### config.mk
export PLATFORM = sky130hd
export DESIGN_NAME = imem_loader
export DESIGN_NICKNAME = d
export VERILOG_FILES = /design/src/rtl/loader_pkg.sv /design/src/rtl/word_assembler.sv /design/src/rtl/imem_loader.sv
export SDC_FILE = /design/constraint.sdc
export NUM_CORES = 1
export LEC_CHECK = 0
export CORE_ASPECT_RATIO = 0.75
export CORE_UTILIZATION = 30
export DETAILED_ROUTE_END_ITERATION = 16
export GPL_TIMING_DRIVEN = 1
export PLACE_DENSITY = 0.58
export SLEW_MARGIN = 20
export SYNTH_ARGS = -nofsm -noshare
export SYNTH_HDL_FRONTEND = slang
export SYNTH_SLANG_ARGS = --single-unit
### constraint.sdc
create_clock -name clk -period 1.87 [get_ports clk]
set_input_delay 0.2805 -clock clk [delete_from_list [all_inputs] [get_ports clk]]
set_output_delay 0.2805 -clock clk [all_outputs]
set_load 0.01 [all_outputs]
### src/rtl/loader_pkg.sv
// loader_pkg: shared FSM states and framing constants for the instruction memory loader
package loader_pkg;
  typedef enum logic [2:0] {IDLE, LEN_LO, LEN_HI, DATA, WRITE, DONE, ERR} state_t;
  localparam int LEN_BYTES = 2;
  localparam int BYTES_PER_WORD = 4;
  localparam int BYTE_IDX_W = $clog2(BYTES_PER_WORD);
endpackage

### src/rtl/word_assembler.sv
// word_assembler: packs a byte stream into little-endian words, flagging when the next byte completes one
module word_assembler
  import loader_pkg::*;
(
  input  logic                          clk,
  input  logic                          reset,
  input  logic                          clear,
  input  logic                          load,
  input  logic [7:0]                    byte_in,
  output logic [8*BYTES_PER_WORD-1:0]   word,
  output logic                          word_full
);
  logic [BYTE_IDX_W-1:0] idx;
  // each accepted byte lands in the lane picked by the byte index; a partial word is dropped on clear/reset
  always_ff @(posedge clk or negedge reset)
    if (!reset) begin
      idx  <= '0;
      word <= '0;
    end else if (clear) begin
      idx <= '0;
    end else if (load) begin
      word[8*idx +: 8] <= byte_in;
      idx              <= idx + 1'b1;
    end
  assign word_full = idx == BYTE_IDX_W'(BYTES_PER_WORD - 1);
endmodule

### src/rtl/imem_loader.sv
// imem_loader: loads a length-prefixed byte stream into instruction memory, holding the core in reset until done
module imem_loader
  import loader_pkg::*;
#(
  parameter int ADDR_W    = 8,
  parameter int DATA_W    = 32,
  parameter int MAX_WORDS = 2**ADDR_W
) (
  input  logic              clk,
  input  logic              reset,
  input  logic              in_valid,
  input  logic [7:0]        in_data,
  output logic              in_ready,
  input  logic              start,
  output logic              mem_we,
  output logic [ADDR_W-1:0] mem_addr,
  output logic [DATA_W-1:0] mem_wdata,
  output logic              core_reset,
  output logic              done,
  output logic              error
);
  localparam int LEN_W = 8*LEN_BYTES;
  state_t state, state_nx;
  logic [LEN_W-1:0] len, len_full;
  logic [ADDR_W:0] word_cnt;
  logic [8*BYTES_PER_WORD-1:0] word;
  logic xfer, restart, word_full, last_word, len_bad;
  assign xfer      = in_valid && in_ready;
  assign restart   = start && (state == DONE || state == ERR);
  assign len_full  = {in_data, len[7:0]};
  assign len_bad   = len_full == '0 || 32'(len_full) > MAX_WORDS;
  assign last_word = LEN_W'(word_cnt) + LEN_W'(1) == len;
  assign mem_addr  = word_cnt[ADDR_W-1:0];
  assign mem_wdata = DATA_W'(word);
  word_assembler u_asm (
    .clk       (clk),
    .reset     (reset),
    .clear     (restart),
    .load      (xfer && state == DATA),
    .byte_in   (in_data),
    .word      (word),
    .word_full (word_full)
  );
  // state register
  always_ff @(posedge clk or negedge reset)
    if (!reset) state <= IDLE;
    else state <= state_nx;
  // next state and state-decoded outputs; in_ready depends on state only
  always_comb begin
    state_nx   = state;
    in_ready   = 1'b0;
    mem_we     = 1'b0;
    core_reset = 1'b1;
    done       = 1'b0;
    error      = 1'b0;
    case (state)
      IDLE:   state_nx = LEN_LO;
      LEN_LO: begin
        in_ready = 1'b1;
        if (xfer) state_nx = LEN_HI;
      end
      LEN_HI: begin
        in_ready = 1'b1;
        if (xfer) state_nx = len_bad ? ERR : DATA;
      end
      DATA: begin
        in_ready = 1'b1;
        if (xfer && word_full) state_nx = WRITE;
      end
      WRITE: begin
        mem_we   = 1'b1;
        state_nx = last_word ? DONE : DATA;
      end
      DONE: begin
        core_reset = 1'b0;
        done       = 1'b1;
        if (restart) state_nx = LEN_LO;
      end
      ERR: begin
        error = 1'b1;
        if (restart) state_nx = LEN_LO;
      end
      default: state_nx = IDLE;
    endcase
  end
  // length header and word index; a reload restarts both so the next frame begins at address 0
  always_ff @(posedge clk or negedge reset)
    if (!reset) begin
      len      <= '0;
      word_cnt <= '0;
    end else if (restart) begin
      len      <= '0;
      word_cnt <= '0;
    end else begin
      if (xfer && state == LEN_LO) len[7:0] <= in_data;
      if (xfer && state == LEN_HI) len[15:8] <= in_data;
      if (state == WRITE) word_cnt <= word_cnt + 1'b1;
    end
endmodule

; ---- Word level (Yosys, flattened, before mapping)
; Index checks and enable logic that the tools add are counted.
; Widths: inputs -> output; s select.
[totals]
inputBits = 12
regBits = 62
[classes]
bitwise = 1
magnitude_cmp = 1
n_mux = 20
n_addsub = 4
eq_ne = 12
shifts = 2
reduce_logical = 18
[op_table]
columns = cell, count
row1 = $neg 5->34, 1
row2 = $shift 8x34->32 const A, 1
row3 = $shiftx 8x34->32, 1
row4 = $bwmux 32, 1
row5 = $mux 3, 6
row6 = $mux 9, 2
row7 = $pmux 3 s6, 1
row8 = $eq 10x16->1, 1
row9 = $gt 16x9->1 const B, 1
row10 = $logic_not 16->1, 1
row11 = $mux 16, 1
row12 = $mux 8, 2
row13 = $add 9x1->10 const B, 1
row14 = $add 9x1->9 const B, 1
row15 = $eq 3x3->1 const B, 3
row16 = $reduce_bool 2->1, 4
row17 = $eq 3x2->1 const B, 2
row18 = $logic_and 1x1->1, 6
row19 = $mux 1, 5
row20 = $mux 2, 2
row21 = $ne 2x1->1 const B, 2
row22 = $ne 2x2->1 const B, 2
row23 = $reduce_and 4->1, 1
row24 = $eq 3x1->1 const B, 1
row25 = other kinds (8), 9

; ---- Depth between registers and ports, before layout
; Gate-level depths: netlist (run 1).
[depth]
word_depth = 7
mapped_depth = 7
ltp_nobuf = 7

; ---- Hierarchy
; Synthesis (run 1) repeated with hierarchy kept, for this count alone.
[hier_totals]
cells_unflattened = 338
hier_area_um2 = 3519.6
[modules_own_cells]
columns = module, n_inst, seq_area_each_um2, cells_per_inst, area_each_um2
row1 = imem_loader, 1, 700.7, 194, 1788.0
row2 = word_assembler, 1, 850.8, 144, 1731.7

; ---- Worst setup path before layout (run 1)
; Ideal clock, no wire load.
[synth_path]
path_kind = reg2reg
from = reg len[4]
to = reg state[2]
path_stages_with_launch = 7
t_arrival_ps = 1778
slack_ps = -27
required_time_ps = 1751
period_less_slack_ps = 1897
cell_sequence = dfrtp_1 or4_4 o21ai_1 or3b_1 nor2_1 o32a_1 a21bo_1
[synth_via]
elab_chain_cells = 5
[synth_rtl]
columns = item, line_no
row1 = from (decl), imem_loader.sv:24  ; logic [LEN_W-1:0] len, len_full;
row2 = from (signal assigned), imem_loader.sv:95  ; if (xfer && state == LEN_LO) len[7:0] <= in_data;
row3 = $gt 16x9->1 / $logic_not 16->1 (equally long branches), imem_loader.sv:31  ; assign len_bad = len_full == '0 || 32'(len_full) > MAX_WORDS;
row4 = $logic_or 1x1->1, imem_loader.sv:31
row5 = $mux 3 (2 in a row), imem_loader.sv:64  ; if (xfer) state_nx = len_bad ? ERR : DATA;
row6 = $pmux 3 s6 *, imem_loader.sv:56  ; case (state)
row7 = to (signal assigned), imem_loader.sv:47  ; else state <= state_nx;
row8 = to (decl), imem_loader.sv:23  ; state_t state, state_nx;
; Mark *: on every way between the ends. The rest lies on a longest branch, timed or not. The select of a mux whose other input is x is not followed.
; A chain may end at the register's enable or synchronous reset.

; ---- Worst setup path in the final report (run 1)
[layout_path]
from = reg len[0]
to = reg state[2]
; Same word-level chain as after synthesis.

==> impl_metrics.yaml, run 1 <==
sta:
  hold_violations: 0
  number_of_max_slew_violations_in_the_final_report: 0
  post-route-worst-setup-slack_ns: -0.1135
  period_minus_slack_ns: 1.984
  holdWs_ns: 0.4302
  fin_setup_tns_ns: -0.1816
  setup_viol: 3
  achievable-frequency_ghz: 0.5042
  slew_at_the_pin_closest_to_its_max_slew_limit_ns: 0.4422
  timing.max_slew.rel_slack_pct: 70.52
  fin_worst_skew_ns: 0.007179
  rsz0062_at_grt: "yes"
  timing.final.crit_share_pct: 106.1
clocking:
  cts_root_buffer: "sky130_fd_sc_hd__clkbuf_16"
  numCtsBuffers: 9
  clock_slew_seen_by_the_registers_of_the_worst_setup_and_hold_paths_ns: 0.06
  tritoncts_num_sinks: 62
  cts_tree: "built"
  cts_htree_levels: 3
  worstSkewPairLatency_ns: 0.33
  buffer_depth_of_the_longest_clock_path: 2
floorplan:
  placeableCoreArea_sq_um: 9774
  floorplan.io_pins: 57
  die_h_microns: 89.45
  die-area_sq_um: 10610
  std_cell_rows: 31
  die_width_microns: 118.6
  initial_core_util_pct: 31.30
critical_path:
  rr_endpoint: "state[2]"
  cp_slowest_stage_delay_ns: 0.54
  setup.reg_to_reg.worst_slack_ns: -0.11
  start_kind: "register"
  required_arrival_time_at_the_worst_endpoint_ns: 2.08
  setup.worst_path.start: "len[0]"
  cp.arrival_ns: 2.20
  critPathKind: "reg2reg"
  timing.critical_path.to_type: "register"
  worst-r2r-cell-count: 6
  critical_path.endpoint: "state[2]"
  crit_path_cell_trace: "or4_4 -> o21ai_2 -> or3b_4 -> nor2_1 -> o32a_1 -> a21bo_1"
  critPathMaxFanout: 2
  cpMaxStageDelayCell: "sky130_fd_sc_hd__or4_4"
  worstReg2RegStart: "len[0]"
global_routing:
  first_global_vias: 2811
  grt_first_pass_wirelength_microns: 14260
  antenna_found_initial: 0
  grt-ovfl-total: 0
  groute.usage.overall_pct: 17.65
  grt_start_max_net_pins: 28
cells_and_area:
  design.final.nets: 469
  area_delta_synth_final_pct: 45.28
  total_area_of_sequential_cells_sq_um: 1553
  insertedDiodeCount: 0
  multi_input_area_sq_um: 1403
  final_layout_size_suffix_gt1_share_pct: 17.32
  num-fill-cells: 952
detailed_routing:
  average_routed_wire_per_standard_cell_microns: 14.74
  drt-met1-wl_microns: 4374
  finalWirelength_microns: 8668
  drtIter0Drc: 100
  vias: 2781
  drc: 0
  avgViaCountPerCell: 4.730
  detail_route.first_pass.iterations: 4
  top_signal_layer_used: "met4"
  wl_met2_microns: 3870
  antenna_violating_nets_post_route: 0
  detailed_routed_wire_length_on_met3_microns: 316
logic_synthesis:
  post_synth_inst_count: 355
  synth.distinct_cells: 35
  synth-warning-count: 0
  syn-num-nets: 373
  postSynthRegisterBits: 62
  synth.yosys.seq_area_share_pct: 50.72
  synth_area_per_cell_sq_um: 8.617
  netlist_area_before_placement_sq_um: 3059
run_status:
  violations: "negative setup slack"
  run_status: "finished, violations left"
placement:
  io_buffer_count: 56
  place_hpwl_microns: 6204
  finalWeightedCongestion: 0.7892
power:
  irDropWorstVdd_uv: 567.1
  p_leak_nw: 1.945
  power_consumption_mw: 7.013
  power.density_nw_per_um2: 1578
job:
  cap_viol_max_count: 0
min_path:
  timing.hold.worst.class: "in2async"
kinds of logic (layout without fill, tap and decap cells):
kind of cell | after synthesis | after routing | synth area share, %
compound gates | 66 | 66 | 12.11
xor+xnor | 23 | 23 | 6.585
fa+ha+maj | 6 | 6 | 2.454
buf+inv | 31 | 132 | 4.990
flops | 62 | 62 | 50.72
simple gates | 167 | 167 | 23.15
critical path: cells and delay by family (launching register included):
kind,cells,cell delay [ns]
and+or+nand+nor,3,1.02
AOI/OAI and AO/OA,3,0.47
DFF,1,0.38
metal layers:
metal	GRT usage (%)	vias up
li1	-	1354
met3	4.528	8
met5	0	-
met4	5.639	0
met1	23.54	1356
met2	28.28	63
flip-flops by register name (all words and copies together) (netlist names):
register,flops
len,16
u_asm.idx,2
word_cnt,9
u_asm.word,32
state,3
synth_stat cells (all sizes together):
master | number | area, sq um
ha | 6 | 75.07
buf | 11 | 77.57
a21bo | 1 | 10.01
dfrtp | 62 | 1551
xor2 | 11 | 96.34
o31ai | 1 | 7.510
or3 | 2 | 12.51
clkbuf | 10 | 37.54
a21o | 1 | 7.510
a221oi | 1 | 8.760
or3b | 1 | 8.760
and3 | 2 | 12.51
a2bb2oi | 1 | 8.760
o22a | 1 | 8.760
inv | 9 | 33.78
a31oi | 1 | 6.260
o21ai | 46 | 241.5
or4 | 2 | 22.52
nand2 | 115 | 431.7
nor3b | 3 | 22.52
o22ai | 1 | 6.260
nor2 | 20 | 75.07
nor4 | 3 | 18.77
and2 | 2 | 12.51
nand3 | 6 | 30.03
nor2b | 2 | 12.51
clkinv | 1 | 3.750
o32a | 1 | 10.01
xnor2 | 12 | 105.1
nor3 | 6 | 30.03
nand4 | 3 | 18.77
a21oi | 11 | 55.05
final cells by class:
| type | count | share of cell area [%] |
|---|---|---|
| Timing Repair Buffer | 106 | 21.68 |
| Inverter | 10 | 0.8446 |
| Tap cell | 132 | 3.716 |
| Clock inverter | 7 | 2.196 |
| Clock buffer | 9 | 5.068 |
| Multi-Input combinational cell | 262 | 31.56 |
| Sequential cell | 62 | 34.94 |
worst min-delay path by stage:
stage	start	to	depth (start not counted)
after CTS	reset	len[2]	2
after floorplan	reset	len[0]	0
after global routing	reset	len[1]	2
after detailed placement	reset	state[2]	1
after global placement	reset	word_cnt[0]	1
final	reset	len[10]	2
cells in the final DEF, fill, tap and decap left out, types with 2 or more instances in the layout:
master / Yosys / layout
sky130_fd_sc_hd__nand2_1: 115 / 115
sky130_fd_sc_hd__dfrtp_1: 62 / 61
sky130_fd_sc_hd__clkdlybuf4s50_1: 0 / 53
sky130_fd_sc_hd__buf_4: 9 / 47
sky130_fd_sc_hd__o21ai_0: 43 / 42
sky130_fd_sc_hd__nor2_1: 20 / 20
sky130_fd_sc_hd__xor2_1: 11 / 11
sky130_fd_sc_hd__xnor2_1: 12 / 11
sky130_fd_sc_hd__a21oi_1: 11 / 11
sky130_fd_sc_hd__inv_1: 9 / 9
sky130_fd_sc_hd__clkbuf_16: 0 / 9
sky130_fd_sc_hd__nor3_1: 6 / 6
sky130_fd_sc_hd__nand3_1: 6 / 6
sky130_fd_sc_hd__ha_1: 6 / 5
sky130_fd_sc_hd__nand4_1: 3 / 3
sky130_fd_sc_hd__nor3b_1: 3 / 2
sky130_fd_sc_hd__nor4_2: 0 / 2
sky130_fd_sc_hd__or3_1: 2 / 2
sky130_fd_sc_hd__and2_1: 2 / 2
sky130_fd_sc_hd__o21ai_1: 2 / 2
sky130_fd_sc_hd__or4_4: 2 / 2
sky130_fd_sc_hd__bufinv_16: 0 / 2
sky130_fd_sc_hd__clkinvlp_4: 0 / 2
sky130_fd_sc_hd__dlymetal6s2s_1: 0 / 2
sky130_fd_sc_hd__buf_12: 0 / 2
through the flow:
| stage | util, % | area (sq um) | setup WS (ns) | std cells |
|---|---|---|---|---|
| after global placement | 41.44 | 4050 | -0.4030 | 570 |
| after floorplan | - | 3059 | -0.02699 | 355 |
| after global routing | 45.47 | 4444 | -0.2027 | 588 |
| after CTS | 45.12 | 4410 | -0.1179 | 588 |
| final | 45.47 | 4444 | -0.1135 | 588 |
| after detailed placement | 41.44 | 4050 | -0.3726 | 570 |
timing repair:
item | CTS | global route
setup buffers | 1 | 0
hold buffers | 1 | 0
hold endpoints to repair | 14 | 0
gates resized for setup | 3 | 10
endpoints found under the setup margin | 6 | 10
pin swaps | 4 | 3
power by group:
part           switching, mW  leakage (nW)  internal, mW  total [mW]
sequential             0.378         0.830          1.79        2.17
clock                  0.644         0.152          1.17        1.81
combinational           1.44         0.963          1.59        3.03
total                   2.46          1.94          4.55        7.01
Note: power is estimated with default switching activity, not from simulation.
==> run 2, diff against run 1 <==
--- a/config.mk
+++ b/config.mk
@@ -10,6 +10,7 @@
 export DETAILED_ROUTE_END_ITERATION = 16
 export GPL_TIMING_DRIVEN = 1
 export PLACE_DENSITY = 0.58
+export SKIP_CTS_REPAIR_TIMING = 1
 export SLEW_MARGIN = 20
 export SYNTH_ARGS = -nofsm -noshare
 export SYNTH_HDL_FRONTEND = slang
==> impl_metrics.yaml, run 2 (synthesis gave the netlist of run 1 again) <==
run_status:
  run_status: "finished, violations left"
  violations: "negative setup slack"
power:
  sequential_power_share_pct: 30.8
  cell_internal_pwr_mw: 4.577
  irDropWorstVdd_uv: 568.3
  switching_share_pct: 35.35
  power.density_nw_per_um2: 1586
  pwr-share-comb_pct: 43.6
  net-switching-power_mw: 2.503
  power.clock.fraction_pct: 25.6
  p_leak_nw: 1.967
detailed_routing:
  drc: 0
  average_routed_wire_per_standard_cell_microns: 14.76
  antenna_violating_nets_post_route: 0
  finalWirelength_microns: 8681
  detailed_routed_wire_length_on_met3_microns: 320
  drtIter0Drc: 107
  vias: 2770
  detail_route.first_pass.iterations: 4
  avgViaCountPerCell: 4.711
  drt-met1-wl_microns: 4352
  wl_met2_microns: 3920
  top_signal_layer_used: "met4"
critical_path:
  critPathMaxFanout: 2
  start_kind: "register"
  critical_path.n_buffers_inverters: 0
  critPathKind: "reg2reg"
  cp_slowest_stage_delay_ns: 0.55
  required_arrival_time_at_the_worst_endpoint_ns: 2.08
  timing.critical_path.to_type: "register"
  worst_path_dominant_cell_family: "simple AND/OR/NAND/NOR gates"
  cpMaxStageDelayCell: "sky130_fd_sc_hd__or4_4"
  crit_path_cell_trace: "or4_4 -> o21ai_2 -> or3b_4 -> nor2_1 -> o32a_1 -> a21bo_1"
  cp.arrival_ns: 2.20
global_routing:
  grt_first_pass_wirelength_microns: 14170
  groute.usage.overall_pct: 17.54
  grt-ovfl-total: 0
  first_global_vias: 2800
  antenna_found_initial: 0
  grt_start_max_net_pins: 28
cells_and_area:
  end_of_flow_core_utilization_pct: 45.67
  insertedDiodeCount: 0
  layout_top_registers: "u_asm.word x32, len x16, word_cnt x9"
  number_of_standard_cells_in_the_layout_taps_in_and_fillers_out: 588
  top_register_by_number_of_flip_flops: "u_asm.word"
  final_cell_area_sq_um: 4464
  final_layout_size_suffix_gt1_share_pct: 17.76
  area_delta_synth_final_pct: 45.93
  num-fill-cells: 949
  multi_input_area_sq_um: 1419
  design.final.nets: 469
  total_area_of_sequential_cells_sq_um: 1554
  layout.cells.most_common_list: "sky130_fd_sc_hd__nand2_1, sky130_fd_sc_hd__dfrtp_1, sky130_fd_sc_hd__clkdlybuf4s50_1"
  largest_reg_flops: 32
  mostFrequentLayoutCell: "sky130_fd_sc_hd__nand2_1"
placement:
  pre_cts_ws_ns: -0.3726
  dpl.cell_count: 570
  place_area_sq_um: 4050
  place_hpwl_microns: 6204
  finalWeightedCongestion: 0.7892
  io_buffer_count: 56
floorplan:
  die_h_microns: 89.45
  floorplan.io_pins: 57
  std_cell_rows: 31
  die-area_sq_um: 10610
  placeableCoreArea_sq_um: 9774
  initial_core_util_pct: 31.30
  die_width_microns: 118.6
clocking:
  cts_root_buffer: "sky130_fd_sc_hd__clkbuf_16"
  numCtsBuffers: 9
  clock_slew_seen_by_the_registers_of_the_worst_setup_and_hold_paths_ns: 0.06
  cts_htree_levels: 3
  cts_tree: "built"
  worstSkewPairLatency_ns: 0.33
  tritoncts_num_sinks: 62
  buffer_depth_of_the_longest_clock_path: 2
sta:
  timing.max_slew.rel_slack_pct: 70.84
  hold_violations: 0
  timing.final.crit_share_pct: 106.1
  post-route-worst-setup-slack_ns: -0.1148
  period_minus_slack_ns: 1.985
  number_of_max_slew_violations_in_the_final_report: 0
  holdWs_ns: 0.4289
  slew_at_the_pin_closest_to_its_max_slew_limit_ns: 0.4374
  rsz0062_at_grt: "yes"
  setup_viol: 1
  fin_worst_skew_ns: 0.006962
  achievable-frequency_ghz: 0.5038
min_path:
  timing.hold.worst.class: "in2async"
job:
  cap_viol_max_count: 0
[run 2: final cells by class]
cell class / count / share of cell area, %
Clock buffer: 9 / 5.045
Sequential cell: 62 / 34.81
Inverter: 10 / 0.8408
Clock inverter: 7 / 2.186
Timing Repair Buffer: 106 / 21.64
Tap cell: 132 / 3.700
Multi-Input combinational cell: 262 / 31.78
[run 2: worst paths after layout]
kind	end	slack (ns)	depth (start not counted)	start
max	state[2]	-0.11	6	len[0]
min	len[10]	0.43	2	reset
max reg2reg	state[2]	-0.11	6	len[0]
min reg2reg	u_asm.word[22]	0.48	2	u_asm.word[22]
max in group asynchronous	len[3]	0.90	3	reset
min in group clk	u_asm.word[22]	0.48	2	u_asm.word[22]
[run 2: metal layers]
metal  up-vias  global-route usage (%)
li1       1353                       -
met1      1345                   23.33
met2        66                   28.18
met3         6                   4.528
met4         0                   5.639
met5         -                       0
[run 2: per-stage QoR]
step,power [mW],setup TNS [ns]
2_1_floorplan,3.759,-0.02699
3_3_place_gp,5.014,-0.7124
3_5_place_dp,5.087,-0.6172
4_1_cts,6.934,-0.4970
5_1_grt,7.564,-0.3588
6_report,7.079,-0.1148
[run 2: power by group through the flow]
stage / Clock [mW] / Sequential (mW) / Combinational (mW)
3_3_place_gp: 0 / 2.16 / 2.85
4_1_cts: 1.84 / 2.15 / 2.94
3_5_place_dp: 0 / 2.17 / 2.92
2_1_floorplan: 0 / 2.20 / 1.56
5_1_grt: 1.91 / 2.24 / 3.42
6_report: 1.81 / 2.18 / 3.09
[run 2: worst register-to-register path: cells and delay by family (launching register included)]
kind / cells / cell delay (ns)
flops: 1 / 0.38
compound gates: 3 / 0.47
simple gates: 3 / 1.03
